File: src/rtl/cache_ctrl_if.sv
// Bundle of CPU, cache-set and memory handshake signals for cache_ctrl.
// master = controller view, slave = environment (CPU, set array, memory) view.
interface cache_ctrl_if #(
  parameter int INDEX_W = 3
);
  localparam int ADDR_W = 7 + INDEX_W;

  logic               cpu_req;
  logic               cpu_wr;
  logic [ADDR_W-1:0]  cpu_addr;
  logic [15:0]        cpu_wdata;
  logic [15:0]        cpu_rdata;
  logic               cpu_ack;
  logic               cpu_ready;

  logic [INDEX_W-1:0] set_sel;
  logic               set_en;
  logic               set_rst;
  logic               set_comp;
  logic               set_write;
  logic               set_valid_in;
  logic [1:0]         set_word;
  logic [4:0]         set_tag;
  logic [15:0]        set_data;
  logic               set_ack;
  logic               set_hit;
  logic               set_dirty;
  logic               set_valid;
  logic [4:0]         set_tag_out;
  logic [15:0]        set_data_out;

  logic               mem_req;
  logic               mem_wr;
  logic [ADDR_W-1:0]  mem_addr;
  logic [15:0]        mem_wdata;
  logic [15:0]        mem_rdata;
  logic               mem_ack;

  modport master (
    input  cpu_req, cpu_wr, cpu_addr, cpu_wdata,
    output cpu_rdata, cpu_ack, cpu_ready,
    output set_sel, set_en, set_rst, set_comp, set_write, set_valid_in,
    output set_word, set_tag, set_data,
    input  set_ack, set_hit, set_dirty, set_valid, set_tag_out, set_data_out,
    output mem_req, mem_wr, mem_addr, mem_wdata,
    input  mem_rdata, mem_ack
  );

  modport slave (
    output cpu_req, cpu_wr, cpu_addr, cpu_wdata,
    input  cpu_rdata, cpu_ack, cpu_ready,
    input  set_sel, set_en, set_rst, set_comp, set_write, set_valid_in,
    input  set_word, set_tag, set_data,
    output set_ack, set_hit, set_dirty, set_valid, set_tag_out, set_data_out,
    input  mem_req, mem_wr, mem_addr, mem_wdata,
    output mem_rdata, mem_ack
  );
endinterface

File: src/rtl/cache_ctrl.sv
// Direct-mapped write-back, write-allocate cache controller sequencing one set array and memory.
// Optional hit/miss statistics counters are enabled with `define CACHE_CTRL_STATS_EN.
//
// state | meaning
// INIT  | sweep set_rst over every set (step 0 gap, step 1 enable)
// IDLE  | cpu_ready, latch request on cpu_req
// COMP  | compare op (step 0), decide hit / WB / FILL (step 1, set_en low)
// WB    | per word: set read (0), memory write (1), mem_req drop (2)
// FILL  | per word: memory read (0), set write (1), set_en gap (2)
// DONE  | one-cycle cpu_ack
module cache_ctrl #(
  parameter int INDEX_W = 3
) (
  input  logic        clk,
  input  logic        rst,
  cache_ctrl_if.master bus
`ifdef CACHE_CTRL_STATS_EN
  ,
  output logic [15:0] hit_cnt,
  output logic [15:0] miss_cnt
`endif
);
  localparam int ADDR_W = 7 + INDEX_W;

  typedef enum logic [2:0] {
    S_INIT, S_IDLE, S_COMP, S_WB, S_FILL, S_DONE
  } state_t;

  state_t             state, state_n;
  logic [1:0]         step, step_n;
  logic [1:0]         word;
  logic [INDEX_W-1:0] init_sel;

  logic               lat_wr;
  logic [4:0]         lat_tag;
  logic [INDEX_W-1:0] lat_idx;
  logic [1:0]         lat_word;
  logic [15:0]        lat_wdata;
  logic               first_comp;

  logic               cap_hit, cap_valid, cap_dirty;
  logic [4:0]         cap_tag;
  logic [15:0]        cap_data;
  logic [15:0]        fill_data;

  logic               comp_hit;
  assign comp_hit = cap_hit & cap_valid;

  always_ff @(posedge clk or posedge rst) begin
    if (rst) begin
      state <= S_INIT;
      step  <= 2'd0;
    end else begin
      state <= state_n;
      step  <= step_n;
    end
  end

  always_comb begin
    state_n = state;
    step_n  = step;
    case (state)
      S_INIT: begin
        if (step == 2'd0) step_n = 2'd1;
        else if (bus.set_ack) begin
          step_n = 2'd0;
          if (&init_sel) state_n = S_IDLE;
        end
      end
      S_IDLE: begin
        if (bus.cpu_req) begin
          state_n = S_COMP;
          step_n  = 2'd0;
        end
      end
      S_COMP: begin
        if (step == 2'd0) begin
          if (bus.set_ack) step_n = 2'd1;
        end else begin
          step_n = 2'd0;
          if (comp_hit)                    state_n = S_DONE;
          else if (cap_valid && cap_dirty) state_n = S_WB;
          else                             state_n = S_FILL;
        end
      end
      S_WB: begin
        case (step)
          2'd0:    if (bus.set_ack) step_n = 2'd1;
          2'd1:    if (bus.mem_ack) step_n = 2'd2;
          default: begin
            step_n = 2'd0;
            if (word == 2'd3) state_n = S_FILL;
          end
        endcase
      end
      S_FILL: begin
        case (step)
          2'd0:    if (bus.mem_ack) step_n = 2'd1;
          2'd1:    if (bus.set_ack) step_n = 2'd2;
          default: begin
            step_n = 2'd0;
            if (word == 2'd3) state_n = S_COMP;
          end
        endcase
      end
      S_DONE:  state_n = S_IDLE;
      default: begin
        state_n = S_INIT;
        step_n  = 2'd0;
      end
    endcase
  end

  always_ff @(posedge clk or posedge rst) begin
    if (rst) begin
      word       <= 2'd0;
      init_sel   <= '0;
      lat_wr     <= 1'b0;
      lat_tag    <= 5'd0;
      lat_idx    <= '0;
      lat_word   <= 2'd0;
      lat_wdata  <= 16'd0;
      first_comp <= 1'b0;
      cap_hit    <= 1'b0;
      cap_valid  <= 1'b0;
      cap_dirty  <= 1'b0;
      cap_tag    <= 5'd0;
      cap_data   <= 16'd0;
      fill_data  <= 16'd0;
    end else begin
      if (state == S_INIT && step == 2'd1 && bus.set_ack && !(&init_sel))
        init_sel <= init_sel + 1'b1;
      if (state == S_IDLE && bus.cpu_req) begin
        lat_wr     <= bus.cpu_wr;
        lat_tag    <= bus.cpu_addr[ADDR_W-1 -: 5];
        lat_idx    <= bus.cpu_addr[2 +: INDEX_W];
        lat_word   <= bus.cpu_addr[1:0];
        lat_wdata  <= bus.cpu_wdata;
        first_comp <= 1'b1;
      end
      if (bus.set_en && bus.set_ack) begin
        cap_hit   <= bus.set_hit;
        cap_valid <= bus.set_valid;
        cap_dirty <= bus.set_dirty;
        cap_tag   <= bus.set_tag_out;
        cap_data  <= bus.set_data_out;
      end
      if (state == S_FILL && step == 2'd0 && bus.mem_ack)
        fill_data <= bus.mem_rdata;
      if (state == S_COMP && step == 2'd1) begin
        first_comp <= 1'b0;
        word       <= 2'd0;
      end
      // the 2-bit wrap from 3 back to 0 is what ends the WB/FILL loop
      if ((state == S_WB || state == S_FILL) && step == 2'd2)
        word <= word + 2'd1;
    end
  end

`ifdef CACHE_CTRL_STATS_EN
  always_ff @(posedge clk or posedge rst) begin
    if (rst) begin
      hit_cnt  <= 16'd0;
      miss_cnt <= 16'd0;
    end else if (state == S_COMP && step == 2'd1 && first_comp) begin
      if (comp_hit) begin
        if (hit_cnt != 16'hFFFF) hit_cnt <= hit_cnt + 16'd1;
      end else begin
        if (miss_cnt != 16'hFFFF) miss_cnt <= miss_cnt + 16'd1;
      end
    end
  end
`endif

  always_comb begin
    bus.cpu_rdata    = 16'd0;
    bus.cpu_ack      = 1'b0;
    bus.cpu_ready    = 1'b0;
    bus.set_sel      = (state == S_INIT) ? init_sel : lat_idx;
    bus.set_en       = 1'b0;
    bus.set_rst      = 1'b0;
    bus.set_comp     = 1'b0;
    bus.set_write    = 1'b0;
    bus.set_valid_in = 1'b0;
    bus.set_word     = 2'd0;
    bus.set_tag      = 5'd0;
    bus.set_data     = 16'd0;
    bus.mem_req      = 1'b0;
    bus.mem_wr       = 1'b0;
    bus.mem_addr     = '0;
    bus.mem_wdata    = 16'd0;
    case (state)
      S_INIT: begin
        if (step == 2'd1) begin
          bus.set_en  = 1'b1;
          bus.set_rst = 1'b1;
        end
      end
      S_IDLE: bus.cpu_ready = 1'b1;
      S_COMP: begin
        if (step == 2'd0) begin
          bus.set_en       = 1'b1;
          bus.set_comp     = 1'b1;
          bus.set_write    = lat_wr;
          bus.set_valid_in = lat_wr;
          bus.set_word     = lat_word;
          bus.set_tag      = lat_tag;
          bus.set_data     = lat_wdata;
        end
      end
      S_WB: begin
        if (step == 2'd0) begin
          bus.set_en   = 1'b1;
          bus.set_word = word;
        end else if (step == 2'd1) begin
          bus.mem_req   = 1'b1;
          bus.mem_wr    = 1'b1;
          bus.mem_addr  = {cap_tag, lat_idx, word};
          bus.mem_wdata = cap_data;
        end
      end
      S_FILL: begin
        if (step == 2'd0) begin
          bus.mem_req  = 1'b1;
          bus.mem_addr = {lat_tag, lat_idx, word};
        end else if (step == 2'd1) begin
          bus.set_en       = 1'b1;
          bus.set_write    = 1'b1;
          bus.set_valid_in = 1'b1;
          bus.set_word     = word;
          bus.set_tag      = lat_tag;
          bus.set_data     = fill_data;
        end
      end
      S_DONE: begin
        bus.cpu_ack   = 1'b1;
        bus.cpu_rdata = lat_wr ? 16'd0 : cap_data;
      end
      default: ;
    endcase
  end
endmodule

File: src/flat_wrapper.sv
// flat-port wrapper written by rule: the top's interface ports become plain ports
module cache_ctrl_flat 
#(
  parameter int INDEX_W = 3
)
  (clk, rst, bus_cpu_req, bus_cpu_wr, bus_cpu_addr, bus_cpu_wdata, bus_cpu_rdata, bus_cpu_ack, bus_cpu_ready, bus_set_sel, bus_set_en, bus_set_rst, bus_set_comp, bus_set_write, bus_set_valid_in, bus_set_word, bus_set_tag, bus_set_data, bus_set_ack, bus_set_hit, bus_set_dirty, bus_set_valid, bus_set_tag_out, bus_set_data_out, bus_mem_req, bus_mem_wr, bus_mem_addr, bus_mem_wdata, bus_mem_rdata, bus_mem_ack);
  cache_ctrl_if #(.INDEX_W(INDEX_W)) bus_i ();
  input  logic clk;
  input  logic rst;
  input wire logic [$bits(bus_i.cpu_req)-1:0] bus_cpu_req;
  input wire logic [$bits(bus_i.cpu_wr)-1:0] bus_cpu_wr;
  input wire logic [$bits(bus_i.cpu_addr)-1:0] bus_cpu_addr;
  input wire logic [$bits(bus_i.cpu_wdata)-1:0] bus_cpu_wdata;
  output wire logic [$bits(bus_i.cpu_rdata)-1:0] bus_cpu_rdata;
  output wire logic [$bits(bus_i.cpu_ack)-1:0] bus_cpu_ack;
  output wire logic [$bits(bus_i.cpu_ready)-1:0] bus_cpu_ready;
  output wire logic [$bits(bus_i.set_sel)-1:0] bus_set_sel;
  output wire logic [$bits(bus_i.set_en)-1:0] bus_set_en;
  output wire logic [$bits(bus_i.set_rst)-1:0] bus_set_rst;
  output wire logic [$bits(bus_i.set_comp)-1:0] bus_set_comp;
  output wire logic [$bits(bus_i.set_write)-1:0] bus_set_write;
  output wire logic [$bits(bus_i.set_valid_in)-1:0] bus_set_valid_in;
  output wire logic [$bits(bus_i.set_word)-1:0] bus_set_word;
  output wire logic [$bits(bus_i.set_tag)-1:0] bus_set_tag;
  output wire logic [$bits(bus_i.set_data)-1:0] bus_set_data;
  input wire logic [$bits(bus_i.set_ack)-1:0] bus_set_ack;
  input wire logic [$bits(bus_i.set_hit)-1:0] bus_set_hit;
  input wire logic [$bits(bus_i.set_dirty)-1:0] bus_set_dirty;
  input wire logic [$bits(bus_i.set_valid)-1:0] bus_set_valid;
  input wire logic [$bits(bus_i.set_tag_out)-1:0] bus_set_tag_out;
  input wire logic [$bits(bus_i.set_data_out)-1:0] bus_set_data_out;
  output wire logic [$bits(bus_i.mem_req)-1:0] bus_mem_req;
  output wire logic [$bits(bus_i.mem_wr)-1:0] bus_mem_wr;
  output wire logic [$bits(bus_i.mem_addr)-1:0] bus_mem_addr;
  output wire logic [$bits(bus_i.mem_wdata)-1:0] bus_mem_wdata;
  input wire logic [$bits(bus_i.mem_rdata)-1:0] bus_mem_rdata;
  input wire logic [$bits(bus_i.mem_ack)-1:0] bus_mem_ack;
  assign bus_i.cpu_req = bus_cpu_req;
  assign bus_i.cpu_wr = bus_cpu_wr;
  assign bus_i.cpu_addr = bus_cpu_addr;
  assign bus_i.cpu_wdata = bus_cpu_wdata;
  assign bus_cpu_rdata = bus_i.cpu_rdata;
  assign bus_cpu_ack = bus_i.cpu_ack;
  assign bus_cpu_ready = bus_i.cpu_ready;
  assign bus_set_sel = bus_i.set_sel;
  assign bus_set_en = bus_i.set_en;
  assign bus_set_rst = bus_i.set_rst;
  assign bus_set_comp = bus_i.set_comp;
  assign bus_set_write = bus_i.set_write;
  assign bus_set_valid_in = bus_i.set_valid_in;
  assign bus_set_word = bus_i.set_word;
  assign bus_set_tag = bus_i.set_tag;
  assign bus_set_data = bus_i.set_data;
  assign bus_i.set_ack = bus_set_ack;
  assign bus_i.set_hit = bus_set_hit;
  assign bus_i.set_dirty = bus_set_dirty;
  assign bus_i.set_valid = bus_set_valid;
  assign bus_i.set_tag_out = bus_set_tag_out;
  assign bus_i.set_data_out = bus_set_data_out;
  assign bus_mem_req = bus_i.mem_req;
  assign bus_mem_wr = bus_i.mem_wr;
  assign bus_mem_addr = bus_i.mem_addr;
  assign bus_mem_wdata = bus_i.mem_wdata;
  assign bus_i.mem_rdata = bus_mem_rdata;
  assign bus_i.mem_ack = bus_mem_ack;
  cache_ctrl #(.INDEX_W(INDEX_W)) u_core (.clk(clk), .rst(rst), .bus(bus_i));
endmodule
File: config.mk
export PLATFORM = sky130hd
export DESIGN_NAME = cache_ctrl_flat
export DESIGN_NICKNAME = d
export VERILOG_FILES = /design/src/rtl/cache_ctrl_if.sv /design/src/rtl/cache_ctrl.sv /design/src/flat_wrapper.sv
export SDC_FILE = /design/constraint.sdc
export NUM_CORES = 1
export LEC_CHECK = 0
export CAP_MARGIN = 40
export CORE_UTILIZATION = 48
export DETAILED_ROUTE_END_ITERATION = 6
export MAX_ROUTING_LAYER = met4
export PLACE_DENSITY = 0.95
export SYNTH_ARGS = -nofsm -noshare
export SYNTH_HDL_FRONTEND = slang
export SYNTH_SLANG_ARGS = --single-unit
File: constraint.sdc
create_clock -name clk -period 4 [get_ports clk]
set_clock_uncertainty 0.1 [all_clocks]
set_input_delay 1 -clock clk [delete_from_list [all_inputs] [get_ports clk]]
set_output_delay 1 -clock clk [all_outputs]
set_load 0.03 [all_outputs]
==> results of run 1 <==
layout make-up:
cell class	count	area [um^2]
repair buffers	157	1550
clock inverters	7	56.3
inverters	4	16.3
multi-input cells	207	1880
clock buffers	9	124
fillers	551	2160
well taps	102	128
flip-flops and latches	77	1930
critical path: cells and delay by family (launching register included):
family	cells	cell delay, ps
buffers and inverters	2	850
and+or+nand+nor	2	860
DFF	1	560
AOI/OAI and AO/OA	1	170
how the worst max path moves through the flow:
stage | startpoint | cells past startpoint | to
2_1_floorplan | rst | 1 | u_core.cap_data[0]
3_3_place_gp | u_core.state[1] | 5 | bus_set_valid_in
3_5_place_dp | u_core.state[2] | 4 | bus_set_data[9]
4_1_cts | u_core.state[2] | 4 | bus_set_data[7]
5_1_grt | u_core.state[2] | 5 | bus_set_data[9]
6_report | u_core.state[2] | 5 | bus_set_data[9]
placed cells by master (no fill, tap or decap), types with 2 or more instances in the layout:
master,Yosys,routed
a21oi_1,3,3
clkinv_2,0,2
nand2_1,6,6
and2_1,44,44
clkdlybuf4s50_1,0,148
nand2b_1,4,4
clkbuf_8,0,9
mux2_4,20,20
or3b_4,2,2
xnor2_1,2,2
nand3b_1,2,2
a22o_1,23,23
nor3_1,3,3
inv_1,4,3
inv_6,0,4
dfrtp_1,77,76
mux2_2,57,57
mux2i_1,2,2
nor2_1,5,5
nor2b_1,3,3
o21ai_0,3,3
buf_4,4,9
ha_1,3,3
metrics by stage:
step	hold WS [ps]	cell area, um^2	util [%]	cells	total power (W)
floorplan	368	3940	-	309	0.00283
global placement	388	5480	69.8	544	0.00336
detailed placement	387	5480	69.8	544	0.00346
CTS	407	5680	72.4	563	0.00403
global route	433	5680	72.4	563	0.00424
finish	402	5680	72.4	563	0.00402
where the power goes:
group	internal [W]	switching (W)
combinational	0.00106	0.000903
sequential	0.00117	0.000334
clock	0.000234	0.000311
cell families (layout without fill, tap and decap cells):
kind of cell | Yosys count | after routing | share of synthesized area [%]
flip-flops | 77 | 77 | 48.9
XOR/XNOR | 2 | 2 | 0.444
AO/OA/AOI/OAI | 41 | 41 | 8.66
buffers and inverters | 25 | 177 | 3.43
AND/OR/NAND/NOR | 82 | 82 | 13.2
multiplexers | 79 | 79 | 24.4
adder cells (fa/ha/maj) | 3 | 3 | 0.952
sequential cells by signal, indices dropped and copies added (netlist names):
signal and count:
u_core.lat_idx 3, u_core.cap_data 16, u_core.cap_valid 1, u_core.cap_dirty 1, u_core.lat_wdata 16, u_core.cap_tag 5
u_core.lat_word 2, u_core.init_sel 3, u_core.step 2, u_core.lat_tag 5, u_core.fill_data 16, u_core.cap_hit 1
u_core.word 2, u_core.state 3, u_core.lat_wr 1
metal layers:
layer | vias to the layer above | track usage [%] | wire (um)
met4 | 0 | 8.97 | 123
met3 | 10 | 3.45 | 474
met1 | 1497 | 30.0 | 4030
met5 | - | - | 0
met2 | 99 | 44.6 | 5450
li1 | 1393 | - | -
what timing repair did:
action,CTS,global route
pin swaps,1,0
setup endpoints to repair,2,34
setup buffers,3,0
resized for setup,0,3
==> impl_metrics.yaml, run 1 <==
worst_setup_path:
  worstPathCellList: "or4_1 > nor2_4 > buf_4 > a22o_1 > clkdlybuf4s50_1"
  endpoint_kind: "output pin"
  cp.arrival_ps: 2780
  rr_endpoint: "u_core.step[1]"
  worstPathRequired_ps: 2900
  path_class: "reg -> out"
  cp_slowest_cell: "clkdlybuf4s50_1"
  critPathMaxStageDelay_ps: 680
  rrSetupSlack_ps: 1740
  r2r_start: "u_core.state[2]"
  cp-start-kind: "flop"
  worstRegToRegCells: 4
  critPathMaxFanout: 19
timing:
  tightest_slew_ps: 716
  hold_violations: 0
  rsz0062_at_grt: "false"
  fin_crit_sh_pct: 97.0
  setup_tns_ps: 0
  fin_ws_ps: 118
  max_slew_margin_pct: 52.2
  finalMaxSlewViolations: 0
  setup_viol: 0
  max_freq_mhz: 258
  fin_crit_ps: 3880
clock_tree:
  cts_inserted_buffers: 9
  clk_latency_ps: 350
  hold_buffers: 0
  clkTransAtPathRegs_ps: 80
  cts_tree: "built"
  cts_htree_levels: 3
  cts_max_path_buffers: 2
  cts.sinks: 77
  clockRootBuffer: "clkbuf_8"
finish:
  area_growth_pct: 44.2
  antenna_cells: 0
  nNetsFinal: 531
  drive_above_1_share_pct: 25.2
logic_synthesis:
  ys_ff_latch: 77
  synthArstFlopShare_pct: 100
  yosys-top-cells-area: "dfrtp_1 49%, mux2_2 16%, mux2_4 7.6%"
  synth_cell_type_count: 45
  synth-seq-area-share_pct: 48.9
  synth-edff-count: 0
  synth_top_area_share_pct: 48.9
  syn-cell-area_um2: 3940
  synth_cells: 309
  yosys-top-cells-count: "77 x dfrtp_1, 57 x mux2_2, 44 x and2_1, 23 x a22o_1, 20 x mux2_4"
  yosys_warnings: 0
  yosysTopAreaCell: "dfrtp_1"
  ys.flop_type: "dfrtp_1"
  synthesis.nets: 384
  synthMostInstantiatedCell: "dfrtp_1"
  synth.avg_cell_area_um2: 12.8
route:
  drc_errors: 0
  vias: 2999
  viasPerCell: 5.33
  avgRoutedWirePerCell_um: 17.9
  drt_first_pass_iters: 4
  ant_nets: 0
  routed_wl_um: 10100
  drt-initial-drc-count: 170
grt:
  grtUsageTotal_pct: 25.4
  grt_max_degree: 43
  grt_pass1_vias: 3232
  grt_pass1_wl_um: 16100
  antenna_found_initial: 0
  grt_overflow: 0
placement:
  portBuffers: 148
  gp_congestion: 0.829
  dp_hpwl_um: 7350
  dpl_worst_slack_ps: 373
floorplan:
  die_x_um: 92.6
  start_util_pct: 50.2
  boundaryPins: 149
  rows: 32
  dieHeight_um: 92.6
  dieArea_um2: 8580
  core-area_um2: 7850
power_and_ir_drop:
  power_density_nw_per_um2: 707
  p_leak_nw: 2.44
  vdd_drop_max_mv: 0.334
min_path:
  min_path_type: "reg -> reg"
  min_from: "u_core.init_sel[0]"
  whs_path_depth: 1
  holdPathEnd: "u_core.init_sel[0]"
status:
  status: "completed"
flow_run:
  maxCapViolations: 0
No activity file was read; power rests on OpenSTA's default activity.
==> run 2: changes to the inputs <==
--- a/config.mk
+++ b/config.mk
@@ -8,6 +8,7 @@
 export CAP_MARGIN = 40
 export CORE_UTILIZATION = 48
 export DETAILED_ROUTE_END_ITERATION = 6
+export GPL_ROUTABILITY_DRIVEN = 1
 export MAX_ROUTING_LAYER = met4
 export PLACE_DENSITY = 0.95
 export SYNTH_ARGS = -nofsm -noshare
==> results of run 2 <==
Same layout as run 1: the final DEF is identical, and so are final timing and power.
